--- src/rtl/pcileech_bringup_pkg.sv ---
// Shared types for the pcileech bring-up sequencer: state encoding, synchronizer depth
// and a saturating counter helper.
package pcileech_bringup_pkg;

  typedef enum logic [2:0] {
    ST_POR        = 3'd0,
    ST_COM_UP     = 3'd1,
    ST_WAIT_PERST = 3'd2,
    ST_PCIE_RST   = 3'd3,
    ST_WAIT_LINK  = 3'd4,
    ST_RUN        = 3'd5
  } seq_state_e;

  localparam int SYNC_STAGES = 2;

  // Counters hold at all-ones instead of wrapping back into a "fresh" value.
  function automatic logic [31:0] sat_inc32(input logic [31:0] v);
    return (v == 32'hFFFF_FFFF) ? v : v + 32'd1;
  endfunction

endpackage

--- src/rtl/pcileech_sync2ff.sv ---
// Single-bit multi-flop synchronizer for asynchronous board pins; clears to 0 on reset.
module pcileech_sync2ff
  import pcileech_bringup_pkg::*;
(
  input  logic clk,
  input  logic rst_n,
  input  logic d,
  output logic q
);

  logic [SYNC_STAGES-1:0] sync_q;

  always_ff @(posedge clk or negedge rst_n) begin
    if (!rst_n) begin
      sync_q <= '0;
    end else begin
      sync_q <= {sync_q[SYNC_STAGES-2:0], d};
    end
  end

  assign q = sync_q[SYNC_STAGES-1];

endmodule

--- src/rtl/pcileech_bringup_seq.sv ---
// Board bring-up sequencer: POR, system/FT601 release, PERST# debounce, PCIe core reset and
// link-up wait with timeout/retry. Optional WAKE# drive is built when PCILEECH_BRINGUP_WAKE_EN is defined.
module pcileech_bringup_seq
  import pcileech_bringup_pkg::*;
#(
  parameter int unsigned PARAM_POR_CYCLES      = 64,
  parameter int unsigned PARAM_PERST_DEBOUNCE  = 1024,
  parameter int unsigned PARAM_CORE_RST_CYCLES = 16,
  parameter logic [31:0] PARAM_LINK_TIMEOUT    = 32'd50000000,
  parameter int unsigned PARAM_BLINK_BIT       = 24
) (
  input  logic       clk,
  input  logic       rst_n,
  input  logic       pcie_present,
  input  logic       pcie_perst_n,
  input  logic       pcie_linkup,
  output logic       rst_sys,
  output logic       ft601_rst_n,
  output logic       pcie_core_rst,
  output logic       rst_cfg_reload,
  output logic       led_pwronblink,
  output logic [2:0] seq_state,
  output logic       err_link_timeout,
  output logic       pcie_wake_n
);

  localparam logic [31:0] POR_LAST  = 32'(PARAM_POR_CYCLES - 1);
  localparam logic [31:0] DEB_LAST  = 32'(PARAM_PERST_DEBOUNCE - 1);
  localparam logic [31:0] CORE_LAST = 32'(PARAM_CORE_RST_CYCLES - 1);
  localparam logic [31:0] TO_LAST   = PARAM_LINK_TIMEOUT - 32'd1;

  logic perst_s, present_s, perst_ok;

  seq_state_e  state_d, state_q;
  logic [31:0] cnt_d, cnt_q;
  logic [63:0] tick_d, tick_q;
  logic        rst_sys_d, rst_sys_q;
  logic        ft601_rst_n_d, ft601_rst_n_q;
  logic        core_rst_d, core_rst_q;
  logic        reload_d, reload_q;
  logic        err_d, err_q;
  logic        led_d, led_q;
  logic        wake_n_d, wake_n_q;

  pcileech_sync2ff u_sync_perst (
    .clk   (clk),
    .rst_n (rst_n),
    .d     (pcie_perst_n),
    .q     (perst_s)
  );

  pcileech_sync2ff u_sync_present (
    .clk   (clk),
    .rst_n (rst_n),
    .d     (pcie_present),
    .q     (present_s)
  );

  assign perst_ok = perst_s & present_s;

  // Loss of PERST#/presence outranks link-up, link loss and timeout once PCIe bring-up has begun.
  always_comb begin
    state_d = state_q;
    cnt_d   = sat_inc32(cnt_q);
    err_d   = err_q;
    case (state_q)
      ST_POR: begin
        if (cnt_q == POR_LAST) state_d = ST_COM_UP;
      end
      ST_COM_UP: begin
        state_d = ST_WAIT_PERST;
      end
      ST_WAIT_PERST: begin
        if (!perst_ok) cnt_d = '0;
        else if (cnt_q == DEB_LAST) state_d = ST_PCIE_RST;
      end
      ST_PCIE_RST: begin
        if (!perst_ok) state_d = ST_WAIT_PERST;
        else if (cnt_q == CORE_LAST) state_d = ST_WAIT_LINK;
      end
      ST_WAIT_LINK: begin
        if (!perst_ok) begin
          state_d = ST_WAIT_PERST;
        end else if (pcie_linkup) begin
          state_d = ST_RUN;
        end else if (cnt_q == TO_LAST) begin
          err_d   = 1'b1;
          state_d = ST_PCIE_RST;
        end
      end
      ST_RUN: begin
        if (!perst_ok) state_d = ST_WAIT_PERST;
        else if (!pcie_linkup) state_d = ST_PCIE_RST;
      end
      default: begin
        state_d = ST_POR;
      end
    endcase
    if (state_d != state_q) cnt_d = '0;

    rst_sys_d     = (state_d == ST_POR);
    ft601_rst_n_d = (state_d != ST_POR);
    core_rst_d    = !(state_d inside {ST_WAIT_LINK, ST_RUN});
    reload_d      = (state_d == ST_RUN) && (state_q != ST_RUN);

    tick_d = tick_q + 64'd1;
    led_d  = tick_d[PARAM_BLINK_BIT] & ~(|tick_d[63:PARAM_BLINK_BIT+3]);
  end

`ifdef PCILEECH_BRINGUP_WAKE_EN
  localparam logic [31:0] WAKE_LIMIT = 32'(PARAM_PERST_DEBOUNCE);

  logic [31:0] wake_cnt_d, wake_cnt_q;
  logic        wake_cond;

  assign wake_cond = (state_q == ST_WAIT_PERST) && present_s && !perst_s;

  // WAKE# is pulled only while the card has sat present-but-held-in-reset for too long.
  always_comb begin
    wake_cnt_d = wake_cond ? sat_inc32(wake_cnt_q) : '0;
    wake_n_d   = !(wake_cond && (state_d == ST_WAIT_PERST) && (wake_cnt_d > WAKE_LIMIT));
  end

  always_ff @(posedge clk or negedge rst_n) begin
    if (!rst_n) begin
      wake_cnt_q <= '0;
    end else begin
      wake_cnt_q <= wake_cnt_d;
    end
  end
`else
  assign wake_n_d = 1'b1;
`endif

  always_ff @(posedge clk or negedge rst_n) begin
    if (!rst_n) begin
      state_q       <= ST_POR;
      cnt_q         <= '0;
      tick_q        <= '0;
      rst_sys_q     <= 1'b1;
      ft601_rst_n_q <= 1'b0;
      core_rst_q    <= 1'b1;
      reload_q      <= 1'b0;
      err_q         <= 1'b0;
      led_q         <= 1'b0;
      wake_n_q      <= 1'b1;
    end else begin
      state_q       <= state_d;
      cnt_q         <= cnt_d;
      tick_q        <= tick_d;
      rst_sys_q     <= rst_sys_d;
      ft601_rst_n_q <= ft601_rst_n_d;
      core_rst_q    <= core_rst_d;
      reload_q      <= reload_d;
      err_q         <= err_d;
      led_q         <= led_d;
      wake_n_q      <= wake_n_d;
    end
  end

  assign rst_sys          = rst_sys_q;
  assign ft601_rst_n      = ft601_rst_n_q;
  assign pcie_core_rst    = core_rst_q;
  assign rst_cfg_reload   = reload_q;
  assign led_pwronblink   = led_q;
  assign seq_state        = state_q;
  assign err_link_timeout = err_q;
  assign pcie_wake_n      = wake_n_q;

endmodule

--- config.mk ---
export PLATFORM = sky130hd
export DESIGN_NAME = pcileech_bringup_seq
export DESIGN_NICKNAME = d
export VERILOG_FILES = /design/src/rtl/pcileech_bringup_pkg.sv /design/src/rtl/pcileech_sync2ff.sv /design/src/rtl/pcileech_bringup_seq.sv
export SDC_FILE = /design/constraint.sdc
export NUM_CORES = 1
export LEC_CHECK = 0
export CORE_ASPECT_RATIO = 1.5
export CORE_UTILIZATION = 50
export CTS_BUF_LIST = sky130_fd_sc_hd__clkbuf_2
export DETAILED_ROUTE_END_ITERATION = 7
export GPL_TIMING_DRIVEN = 0
export PLACE_DENSITY = 0.67
export SLEW_MARGIN = 10
export SYNTH_ARGS = -nofsm -noshare
export SYNTH_HDL_FRONTEND = slang
export SYNTH_SLANG_ARGS = --single-unit
--- constraint.sdc ---
create_clock -name clk -period 3.5 [get_ports clk]
set_clock_uncertainty 0.1 [all_clocks]
set_input_delay 0.35 -clock clk [delete_from_list [all_inputs] [get_ports clk]]
set_output_delay 0.35 -clock clk [all_outputs]
set_load 0.1 [all_outputs]
# == Word level (Yosys, flattened, before mapping) ==
# Index checks and enable logic that the tools add are counted.
# word_totals
out_inout_bits,10
inputBits,5
word_cells,54
regBits,109
# classes
n_bitwise,4
n_eq_ne,14
mux,15
reduce_logical,8
n_addsub,2
# ops
operator,count
32-bit two-way mux,4
"64-bit by 1-bit adder with 64-bit output, second input constant",1
37-bit OR reduction,1
"32-bit by 1-bit adder with 32-bit output, second input constant",1
"32-bit by 10-bit equality test with 1-bit output, second input constant",1
"32-bit by 26-bit equality test with 1-bit output, second input constant",1
"32-bit equality test, second input constant",1
"32-bit by 4-bit equality test with 1-bit output, second input constant",1
"32-bit by 6-bit equality test with 1-bit output, second input constant",1
3-bit two-way mux,10
3-bit one-hot mux with 6 select lines,1
"3-bit equality test, second input constant",4
"3-bit by 2-bit equality test with 1-bit output, second input constant",2
3-bit zero test,2
4-bit AND reduction,1
"3-bit by 1-bit equality test with 1-bit output, second input constant",1
3-bit != test,1
"3-bit != test, second input constant",1
3-bit nonzero test,1
1-bit AND,2
1-bit inverter,2
2-bit nonzero test,1
1-bit logical AND,1
1-bit zero test,1

# == Depth between registers and ports, before layout ==
# logic_depth
word_depth,8
mapped_depth,11
ltp_nobuf,9

# == By module ==
# A second synthesis with hierarchy kept.
# unflattened
cells_unflattened,544
hier_area_um2,5470.2
# modules_own_cells
mod,seq_area_each_um2,cells_each,instances,area_each_um2
pcileech_bringup_seq,2630.0,540,1,5370.2
pcileech_sync2ff,50.0,2,2,50.0

# == Worst setup path after synthesis ==
# Ideal clock, no wire load.
# synth_path
kind,reg-to-reg
from,reg tick_q[25]
to,"reg led_q, in the netlist led_pwronblink"
n_path_buf,3
required_time_ps,3304
slack_ps,578
t_arrival_ps,2727
path_stages_with_launch,12
period_less_slack_ps,2922
setup_time_ps,96
cell_sequence,dfrtp_1 > nand3_2 > or3_1 > buf_2 > or3_1 > buf_2 > or4_1 > buf_2 > nand4bb_1 > a22oi_1 > nand4b_1 > nor4_2
# synth_between
elab_chain_len,4
# synth_rtl
element,line_no,source
from (decl),pcileech_bringup_seq.sv:36,"logic [63:0] tick_d, tick_q;"
from (signal assigned),pcileech_bringup_seq.sv:150,tick_q <= tick_d;
64-bit by 1-bit adder with 64-bit output,pcileech_bringup_seq.sv:106,tick_d = tick_q + 64'd1;
37-bit OR reduction,pcileech_bringup_seq.sv:107,led_d = tick_d[PARAM_BLINK_BIT] & ~(|tick_d[63:PARAM_BLINK_BIT+3]);
1-bit inverter,pcileech_bringup_seq.sv:107,
1-bit AND,pcileech_bringup_seq.sv:107,
via led_d,pcileech_bringup_seq.sv:42,"logic led_d, led_q;"
to (signal assigned),pcileech_bringup_seq.sv:156,led_q <= led_d;
to (decl),pcileech_bringup_seq.sv:42,
# The timed path passes the listed nets, and every way through them passes these cells.
# A chain may end at the register's enable or synchronous reset.

# == Worst setup path in the final report ==
# layout_path
from,reg tick_q[14]
to,"reg led_q, in the netlist led_pwronblink"
# layout_between
elab_chain_len,4
# layout_rtl
element,line_no
64-bit by 1-bit adder with 64-bit output (*),pcileech_bringup_seq.sv:106
37-bit OR reduction,pcileech_bringup_seq.sv:107
1-bit inverter,pcileech_bringup_seq.sv:107
1-bit AND (*),pcileech_bringup_seq.sv:107
via led_d,pcileech_bringup_seq.sv:42
# The timed path passes the listed nets; every way through them passes the cells marked *.

==> impl_metrics.csv <==
group,metric,value,unit
global_route,antenna_found_initial,1,
critical_path,required,3.92,ns
die,die-area,11400,um^2
cts,cts_tree,"done",
placement,place.gp.congestion,0.835,
cts,cts_root_buf,"clkbuf_2",
synthesis,synth-seq-cells,109,
sta,fin_crit,3.29,ns
synthesis,ys_seq_area_frac,0.499,
cts,clk_latency,0.59,ns
synthesis,synth_area,5470,um^2
synthesis,syn_nets,569,
synthesis,netlist_top_cells_count,"107 x dfrtp_1, 73 x nor2_1, 59 x xor2_1, 53 x nand2_1, 37 x xnor2_1",
flow_run,drv_cap,0,
finish,fill_cells,947,
placement,hpwlAfterDp,7850,um
synthesis,synthXorXnorAreaFrac,0.154,
detailed_routing,num_vias,4090,
critical_path,rr_worst_depth,11,
finish,drive_gt1_frac,0.0844,
cts,cts_made_buffers,9,
die,initial_utilization,0.517,
global_route,grt_max_degree,56,
synthesis,synth_edf_count,0,
synthesis,synthMuxAreaShare,0.00389,
sta,holdWs,0.114,ns
detailed_routing,drcViolationCount,0,
synthesis,synth_adder_area_share,0.00457,
die,io_pins,15,
power,ir_worst_vdd,0.145,mV
detailed_routing,postRouteWirelength,11100,um
synthesis,synth_compound_area_frac,0.0350,
sta,finalMaxSlewViolations,0,
cts,numClockSinks,109,
sta,worst_pin_slew,0.963,ns
global_route,grt_pass1_wl,18700,um
synthesis,synthTopCellsByArea,"dfrtp_1 49%, xor2_1 9.4%, xnor2_1 5.9%",
sta,maxSlewHeadroom,0.356,
finish,layout.nets,606,
placement,placedInstanceArea,5810,um^2
finish,fin_area,6090,um^2
power,power.density,328,nW/um^2
detailed_routing,drtPass1Iterations,4,
detailed_routing,ant_nets,0,
cts,path_clk_slew,0.31,ns
detailed_routing,dr.first_iter.drc_count,187,
outcome,outcome,"finished, final reports clean",
global_route,gr-total-overflow,0,
cts,htreeDepth,3,
detailed_routing,wl_per_cell,14.8,um
sta,max_clock_freq,0.304,GHz
sta,hold_viol,0,
synthesis,syn-instance-count,562,
die,num_rows,46,
critical_path,cp.arrival,3.72,ns
sta,post-route-period-util,0.941,
synthesis,netlist.area_leader.share,0.489,
synthesis,synth-simple-area-share,0.277,
power,leakagePower,2.74,nW
sta,setup_viol,0,
detailed_routing,viasPerCell,5.46,
die,die_x,87.4,um
min_path,hp-class,"primary input to async pin",
synthesis,synth.most_common_cell,"dfrtp_1",
global_route,grt_pass1_vias,4117,
global_route,track_usage,0.212,
critical_path,crit_path_end_kind,"flip-flop",
cts,clockBufferDepth,2,
die,fp.dieH,130,um
synthesis,post_synth_num_cell_types,52,
placement,port_buffers,13,
synthesis,ys_warn_count,0,
synthesis,synth_top_family_by_area,"simple AND/OR/NAND/NOR gates",
synthesis,yosys.area.top_type,"dfrtp_1",
die,core-area,10600,um^2
synthesis,async_flop_share,1.00,
critical_path,worstPathMaxFanout,9,
finish,syn2layout_area_growth,11.4,%
critical_path,path_class,"flip-flop to flip-flop",
critical_path,crit_path_start_kind,"flip-flop",
synthesis,synth.avg_cell_area,9.74,um^2
synthesis,synth_flop_cell,"dfrtp_1",
## where the power goes
| part | internal [mW] | switching (mW) |
|---|---|---|
| Sequential | 1.28 | 0.0111 |
| Combinational | 0.0261 | 0.0687 |
| Clock | 0.179 | 0.435 |
| Total | 1.48 | 0.515 |
## worst paths after layout
path	slack (ns)	from	end
worst max-delay path	0.21	tick_q[14]$_DFF_PN0_	led_pwronblink$_DFF_PN0_
worst min-delay path	0.11	rst_n	rst_cfg_reload$_DFF_PN0_
worst max register to register	0.21	tick_q[14]$_DFF_PN0_	led_pwronblink$_DFF_PN0_
worst min register to register	0.30	u_sync_present.sync_q[0]$_DFF_PN0_	u_sync_present.sync_q[1]$_DFF_PN0_
max in group asynchronous	2.52	rst_n	cnt_q[26]$_DFF_PN0_
min in group clk	0.30	u_sync_present.sync_q[0]$_DFF_PN0_	u_sync_present.sync_q[1]$_DFF_PN0_
## registers in the layout, indices dropped and copies added (netlist names), 2 cells and up
name	flops
cnt_q	32
seq_state	3
tick_q	64
u_sync_perst.sync_q	2
u_sync_present.sync_q	2
## logic make-up (layout without fill, tap and decap cells)
logic type | after synthesis | in the layout
simple gates | 291 | 291
flops | 109 | 109
xor+xnor | 96 | 96
buf+inv | 35 | 77
compound gates | 26 | 26
fa+ha+maj | 2 | 2
mux | 2 | 2
other cells | 1 | 2
## cell type report
class / count / area (um^2) / share of cell area
diodes: 1 / 2.50 / 0.000411
multi-input cells: 418 / 2650 / 0.434
clock buffers: 9 / 45.0 / 0.00739
inverters: 15 / 56.3 / 0.00924
well taps: 144 / 180 / 0.0296
clock inverters: 7 / 81.3 / 0.0133
flip-flops and latches: 109 / 2730 / 0.448
repair buffers: 27 / 264 / 0.0433
plain buffers: 19 / 86.3 / 0.0142
## layer usage
| metal | global-route usage | up-vias | share of wire |
|---|---|---|---|
| li1 | - | 2028 | - |
| met1 | 0.241 | 1985 | 0.42 |
| met2 | 0.379 | 57 | 0.53 |
| met3 | 0.0335 | 20 | 0.019 |
| met4 | 0.115 | 0 | 0.032 |
| met5 | 0 | - | 0 |
## per-stage QoR
| step | cells | total power [mW] | setup TNS (ns) | util | setup WS, ns |
|---|---|---|---|---|---|
| CTS | 742 | 2.02 | 0 | 0.567 | 0.134 |
| finish | 749 | 2.00 | 0 | 0.575 | 0.207 |
| global route | 749 | 2.09 | -0.0420 | 0.575 | -0.0420 |
| detailed placement | 720 | 1.40 | -0.241 | 0.549 | -0.241 |
| floorplan | 562 | 1.35 | 0 | - | 0.578 |
| global placement | 719 | 1.39 | -222.19 | 0.546 | -2.07 |
## worst max-delay path, stage by stage, from the launching register on
cell       delay (ns)
dfrtp_1          0.48
nand4_1          0.15
or3_1            0.38
clkbuf_4         0.19
or3_1            0.36
clkbuf_4         0.20
or4_1            0.39
buf_2            0.17
nand4bb_1        0.19
a22oi_1          0.17
nand4b_1         0.17
nor4_2           0.29
## cell usage in the layout (no fill, tap or decap), types with 3 or more instances in the layout
cell type,Yosys,routed
dfrtp_1,107,107
nor2_1,73,73
xor2_1,59,59
nand2_1,53,53
xnor2_1,37,37
nand4_1,31,31
nand3_1,27,27
nor4_1,23,20
nor3_1,19,19
inv_1,15,15
and3_1,14,14
clkbuf_1,13,12
clkdlybuf4s50_1,0,12
buf_4,1,11
clkbuf_2,0,9
or3_1,8,8
nand4b_1,5,5
or2_2,5,5
or4_1,6,5
and4_1,5,5
o21ai_0,4,4
nor2b_1,4,4
nor4_2,3,4
a21oi_1,3,3
nor3b_1,3,3
and2_1,3,3
buf_2,5,3
dlygate4sd3_1,0,3
## timing repair
item                                    4_1_cts  5_1_grt
hold endpoints to repair                    109        1
pin swaps                                     2        6
endpoints found under the setup margin        1        1
resized for setup                             2        7
buffers inserted                              4        6
hold buffers                                  2        1
Note: power is estimated with default switching activity, not from simulation.
==> edit 1: new RTL, same settings <==
Remove the register `reload_q`: a continuous assignment takes its place, so the output `rst_cfg_reload` follows one clock earlier.
--- a/src/rtl/pcileech_bringup_seq.sv
+++ b/src/rtl/pcileech_bringup_seq.sv
@@ -142,3 +142,2 @@
       core_rst_q    <= 1'b1;
-      reload_q      <= 1'b0;
       err_q         <= 1'b0;
@@ -153,3 +152,2 @@
       core_rst_q    <= core_rst_d;
-      reload_q      <= reload_d;
       err_q         <= err_d;
@@ -159,2 +157,4 @@
   end
+
+  assign reload_q = reload_d;
 
Behaviour: no difference found for any inputs over 10 cycles, from zero or initial values and one cycle with rst_n low; that may be too few to reach the edited logic, so the function may still have changed.
==> edit 1 against the original RTL <==
- clock power grew 10%
- power grew 2.6%
- synthesized cell count decreased by 0.18%
- sequential cell count down 1
- synthesized area decreased by 0.46%
- utilization is 0.70 points higher
- routed wire length decreased by 0.36%
- cell area increased by 1.2%
- setup slack got worse by 0.058 ns
- combinational power up 2.6%
- global-route usage grew 0.22 points
- critical path type is now reg -> out
- highest routed layer unchanged
==> edit 1: results (changes against the original RTL) <==
Pwr:
- The peak ir drop on the vdd network is 257 uV (+77%).
- The clock network power consumption is 676 uW (+10%).
- The internal power consumption came to 1540 uW (+4.2%).
- The combinational power is 97.3 uW (+2.6%).

Clocking:
- The buffer count from post-CTS setup fixing was 5 (+1).
- The total of hold buffers inserted after clock tree synthesis is 4 (+2).

Logic synthesis:
- The number of nets in the synthesized netlist was 568 (-0.18%).
- Ranked by instance count, the synthesized netlist is headed by 106 x sky130_fd_sc_hd__dfrtp_1, 73 x sky130_fd_sc_hd__nor2_1, 59 x sky130_fd_sc_hd__xor2_1.
- The register area share after synthesis was 0.497 (-0.00230).

Final layout:
- The fraction of layout cells with a size suffix above 1 is 0.106 (+0.0213).
- The final layout net count is 607 (+0.17%).
- The number of fill cells in the layout is 943 (-0.42%).

GRT:
- The maximum number of pins on one net before global-route repair is 90 (+61%).
- The first-pass GRT wire length is 18.8 mm (+0.37%).
- The global-route met1 utilization was 0.252 (+0.0116).
- The met2 global-route usage was 0.393 (+0.0141).
- The overall routing resource usage was 0.215 (+0.00224).
- The met3 demand-to-capacity share in global routing is 0.0329 (-0.000633).

Setup path:
- In this run the worst setup path terminates at rst_cfg_reload.
- The arrival time of data at the critical path endpoint came to 2.90 ns (-0.82 ns).

Outcome:
- The run finished with clean final reports.

Placement:
- The detailed placer's ending HPWL came to 7.70 mm (-1.9%).
- The number of cells after detailed placement was 719 (-0.14%).
- The final weighted congestion in routability-driven placement is 0.828 (-0.90%).

Detailed routing:
- The routed length on met3 came to 216 um (+3.3%).
- The routed length on met1 is 4.72 mm (+2.1%).
- The vias after detailed routing is 4,085 (-0.12%).
edit 1: worst min-delay path by stage:
stage,slack (ns),to,cells past startpoint,start
floorplan,-0.05,cnt_q[0]$_DFF_PN0_,0,rst_n
finish,0.09,pcie_core_rst$_DFF_PN1_,2,rst_n
global route,0.03,pcie_core_rst$_DFF_PN1_,2,rst_n
global placement,0.23,u_sync_perst.sync_q[1]$_DFF_PN0_,0,u_sync_perst.sync_q[0]$_DFF_PN0_
detailed placement,0.11,seq_state[2]$_DFF_PN0_,1,rst_n
CTS,0.05,pcie_core_rst$_DFF_PN1_,2,rst_n
edit 1: area by class of cell:
cell class                 instances  area [sq um]  area share
antenna                            1          2.50    0.000406
buffer                            18          77.6      0.0126
clock buffer                       9          45.0     0.00730
clock inverter                     7           106      0.0172
inverter                          15          56.3     0.00913
multi-input combinational        418          2690       0.436
sequential                       108          2710       0.439
tap                              144           180      0.0292
timing repair buffer              30           299      0.0485
edit 1: logic make-up after synthesis:
| family | share of synthesized area |
|---|---|
| xor gates and xnor gates | 0.154 |
| AOI/OAI and AO/OA | 0.0352 |
| other | 0.000689 |
| and+or+nand+nor | 0.279 |
| buffers and inverters | 0.0260 |
| DFF | 0.497 |
| muxes | 0.00391 |
| adders and majority gates | 0.00459 |
edit 1: worst max-delay path: cells and delay by family (launching register included):
family / cells / cell delay, ns
AND/OR/NAND/NOR: 5 / 1.31
buffers and inverters: 1 / 0.17
AO/OA/AOI/OAI: 3 / 0.33
flip-flops: 1 / 0.48
edit 1: per-stage QoR:
stage	util	area, sq um
final	0.582	6170
after global routing	0.582	6170
after CTS	0.572	6050
after detailed placement	0.546	5790
after global placement	0.544	5760
after floorplan	-	5450
==> edit 2: new RTL, same settings <==
Without the edit above. Change the parameter `PARAM_BLINK_BIT` from 24 to 48.
--- a/src/rtl/pcileech_bringup_seq.sv
+++ b/src/rtl/pcileech_bringup_seq.sv
@@ -9,3 +9,3 @@
   parameter logic [31:0] PARAM_LINK_TIMEOUT    = 32'd50000000,
-  parameter int unsigned PARAM_BLINK_BIT       = 24
+  parameter int unsigned PARAM_BLINK_BIT       = 48
 ) (
Function: no difference found for any inputs over 10 cycles, from zero or initial values and one cycle with rst_n low; that may be too few to reach the edited logic, so the function may still have changed.
==> edit 2 against the original RTL <==
- maximum frequency is 12% higher
- sequential cell count stayed put
- global-route usage is 0.69 points lower
- clock power is 8.5% higher
- synthesized area is 1.7% lower
- synthesized cell count is 5.7% lower
- power is 1.8% higher
- setup slack better by 0.35 ns
- cell area is 3.3% lower
- utilization is 1.6 points lower
- hold slack worse by 0.035 ns
- routed wire length is 4.7% lower
- critical path type unchanged
- critical endpoint is now cnt_q[26]$_DFF_PN0_
- largest cell class unchanged
- largest power group unchanged
==> edit 2: results (changes against the original RTL) <==
GRT:
- The overall routing resource usage is 0.206 (-0.00686).
- The first-pass GRT wire length is 17.8 mm (-4.9%).
- The maximum number of pins on one net before global-route repair is 66 (+18%).
- The global-route met1 utilization came to 0.230 (-0.0106).
- The met3 demand-to-capacity share in global routing is 0.0306 (-0.00295).
- The met2 global-route usage is 0.374 (-0.00426).

Setup path:
- The maximum fanout along the worst path is 10 (+1).
- The count of cells along the worst register-to-register path was 9 (-2).
- The stage delay of the slowest cell on the critical path is 0.46 ns (-0.02 ns).
- The register-to-register setup slack came to 0.55 ns (+0.35 ns).
- The arrival time of data at the critical path endpoint is 3.34 ns (-0.38 ns).
- In this run the critical register-to-register path is captured at cnt_q[26]$_DFF_PN0_.
- The critical path launch point is cnt_q[0]$_DFF_PN0_.

Detailed routing:
- The average wire per standard cell is 14.9 um (+0.78%).
- The number of DRC markers in iteration 0 came to 223 (+19%).
- The routed length on met1 is 4.46 mm (-3.6%).
- The routed wire length was 10.6 mm (-4.7%).
- The met2 routed wirelength was 5.62 mm (-4.9%).
- The vias after detailed routing is 3,874 (-5.3%).
- The routed length on met3 is 191 um (-8.6%).

Placement:
- The number of cells after detailed placement is 688 (-4.4%).
- The final weighted congestion in routability-driven placement was 0.849 (+1.7%).
- The pre-CTS worst setup slack is 0.646 ns (+0.886 ns).
- The total placed instance area is 5720 sq um (-1.6%).

Logic synthesis:
- By area the synthesized netlist is led by sky130_fd_sc_hd__dfrtp_1 50%, sky130_fd_sc_hd__xnor2_1 9.1%, sky130_fd_sc_hd__xor2_1 5.7%, sky130_fd_sc_hd__nor2_1 4.5%, sky130_fd_sc_hd__nand3_1 4.2%.
- The register area share after synthesis is 0.507 (+0.00847).
- The commonest cells after synthesis are 107 x sky130_fd_sc_hd__dfrtp_1, 64 x sky130_fd_sc_hd__nor2_1, 56 x sky130_fd_sc_hd__xnor2_1.
- The number of distinct library cells after synthesis is 59 (+13%).

Clocking:
- The master cell of the clock root buffer is sky130_fd_sc_hd__clkbuf_2.
- The count of cells resized by post-cts repair is 0 (-2).
- The worst-skew pair later-pin latency was 0.59 ns (about the same).
- The total of hold buffers inserted after clock tree synthesis is 3 (+1).
- The number of H-tree branching levels is 3 (unchanged).

Pwr:
- The combinational power is 86.4 uW (-8.9%).
- The static leakage is 0.00261 uW (-4.7%).
- The net switching share of the total power is 0.244 (-0.0142).
- The power density normalized to cell area is 345 nW/um^2 (+5.2%).
- The peak ir drop on the vdd network came to 235 uV (+63%).

STA:
- The tightest slew margin relative to the limit is 0.358 (+0.00239).
- The post-route worst hold slack is 0.0787 ns (-0.0349 ns).
- The worst setup slack after layout is 0.552 ns (+0.345 ns).

Final layout:
- The fraction of layout cells with a size suffix above 1 is 0.0728 (-0.0116).
- The final layout net count is 565 (-6.8%).

Outcome:
- The flow ran to the end, and the final reports show no timing, DRC or antenna violations.
## edit 2: cell count changes after synthesis, sizes merged, moves of 7 or more
cell	delta
clkbuf	-7
xor2	-24
nor2	-9
nor4	-14
nand2	-7
nand4	-7
nand3	+20
xnor2	+20
## edit 2: layout make-up
cell class | instances | area, sq um
inverters | 16 | 60.1
multi-input cells | 398 | 2560
repair buffers | 17 | 189
fillers | 949 | 4640
plain buffers | 7 | 30.0
clock inverters | 7 | 97.6
diodes | 1 | 2.50
flip-flops and latches | 109 | 2730
clock buffers | 9 | 45.0
well taps | 144 | 180
## edit 2: kinds of logic after synthesis
| kind of cell | count (synthesis) | synth area share |
|---|---|---|
| XOR/XNOR | 92 | 0.151 |
| buffers and inverters | 23 | 0.0167 |
| AND/OR/NAND/NOR | 276 | 0.282 |
| adder cells (fa/ha/maj) | 2 | 0.00465 |
| flip-flops | 109 | 0.507 |
| other | 1 | 0.000697 |
| multiplexers | 2 | 0.00372 |
| AO/OA/AOI/OAI | 25 | 0.0335 |
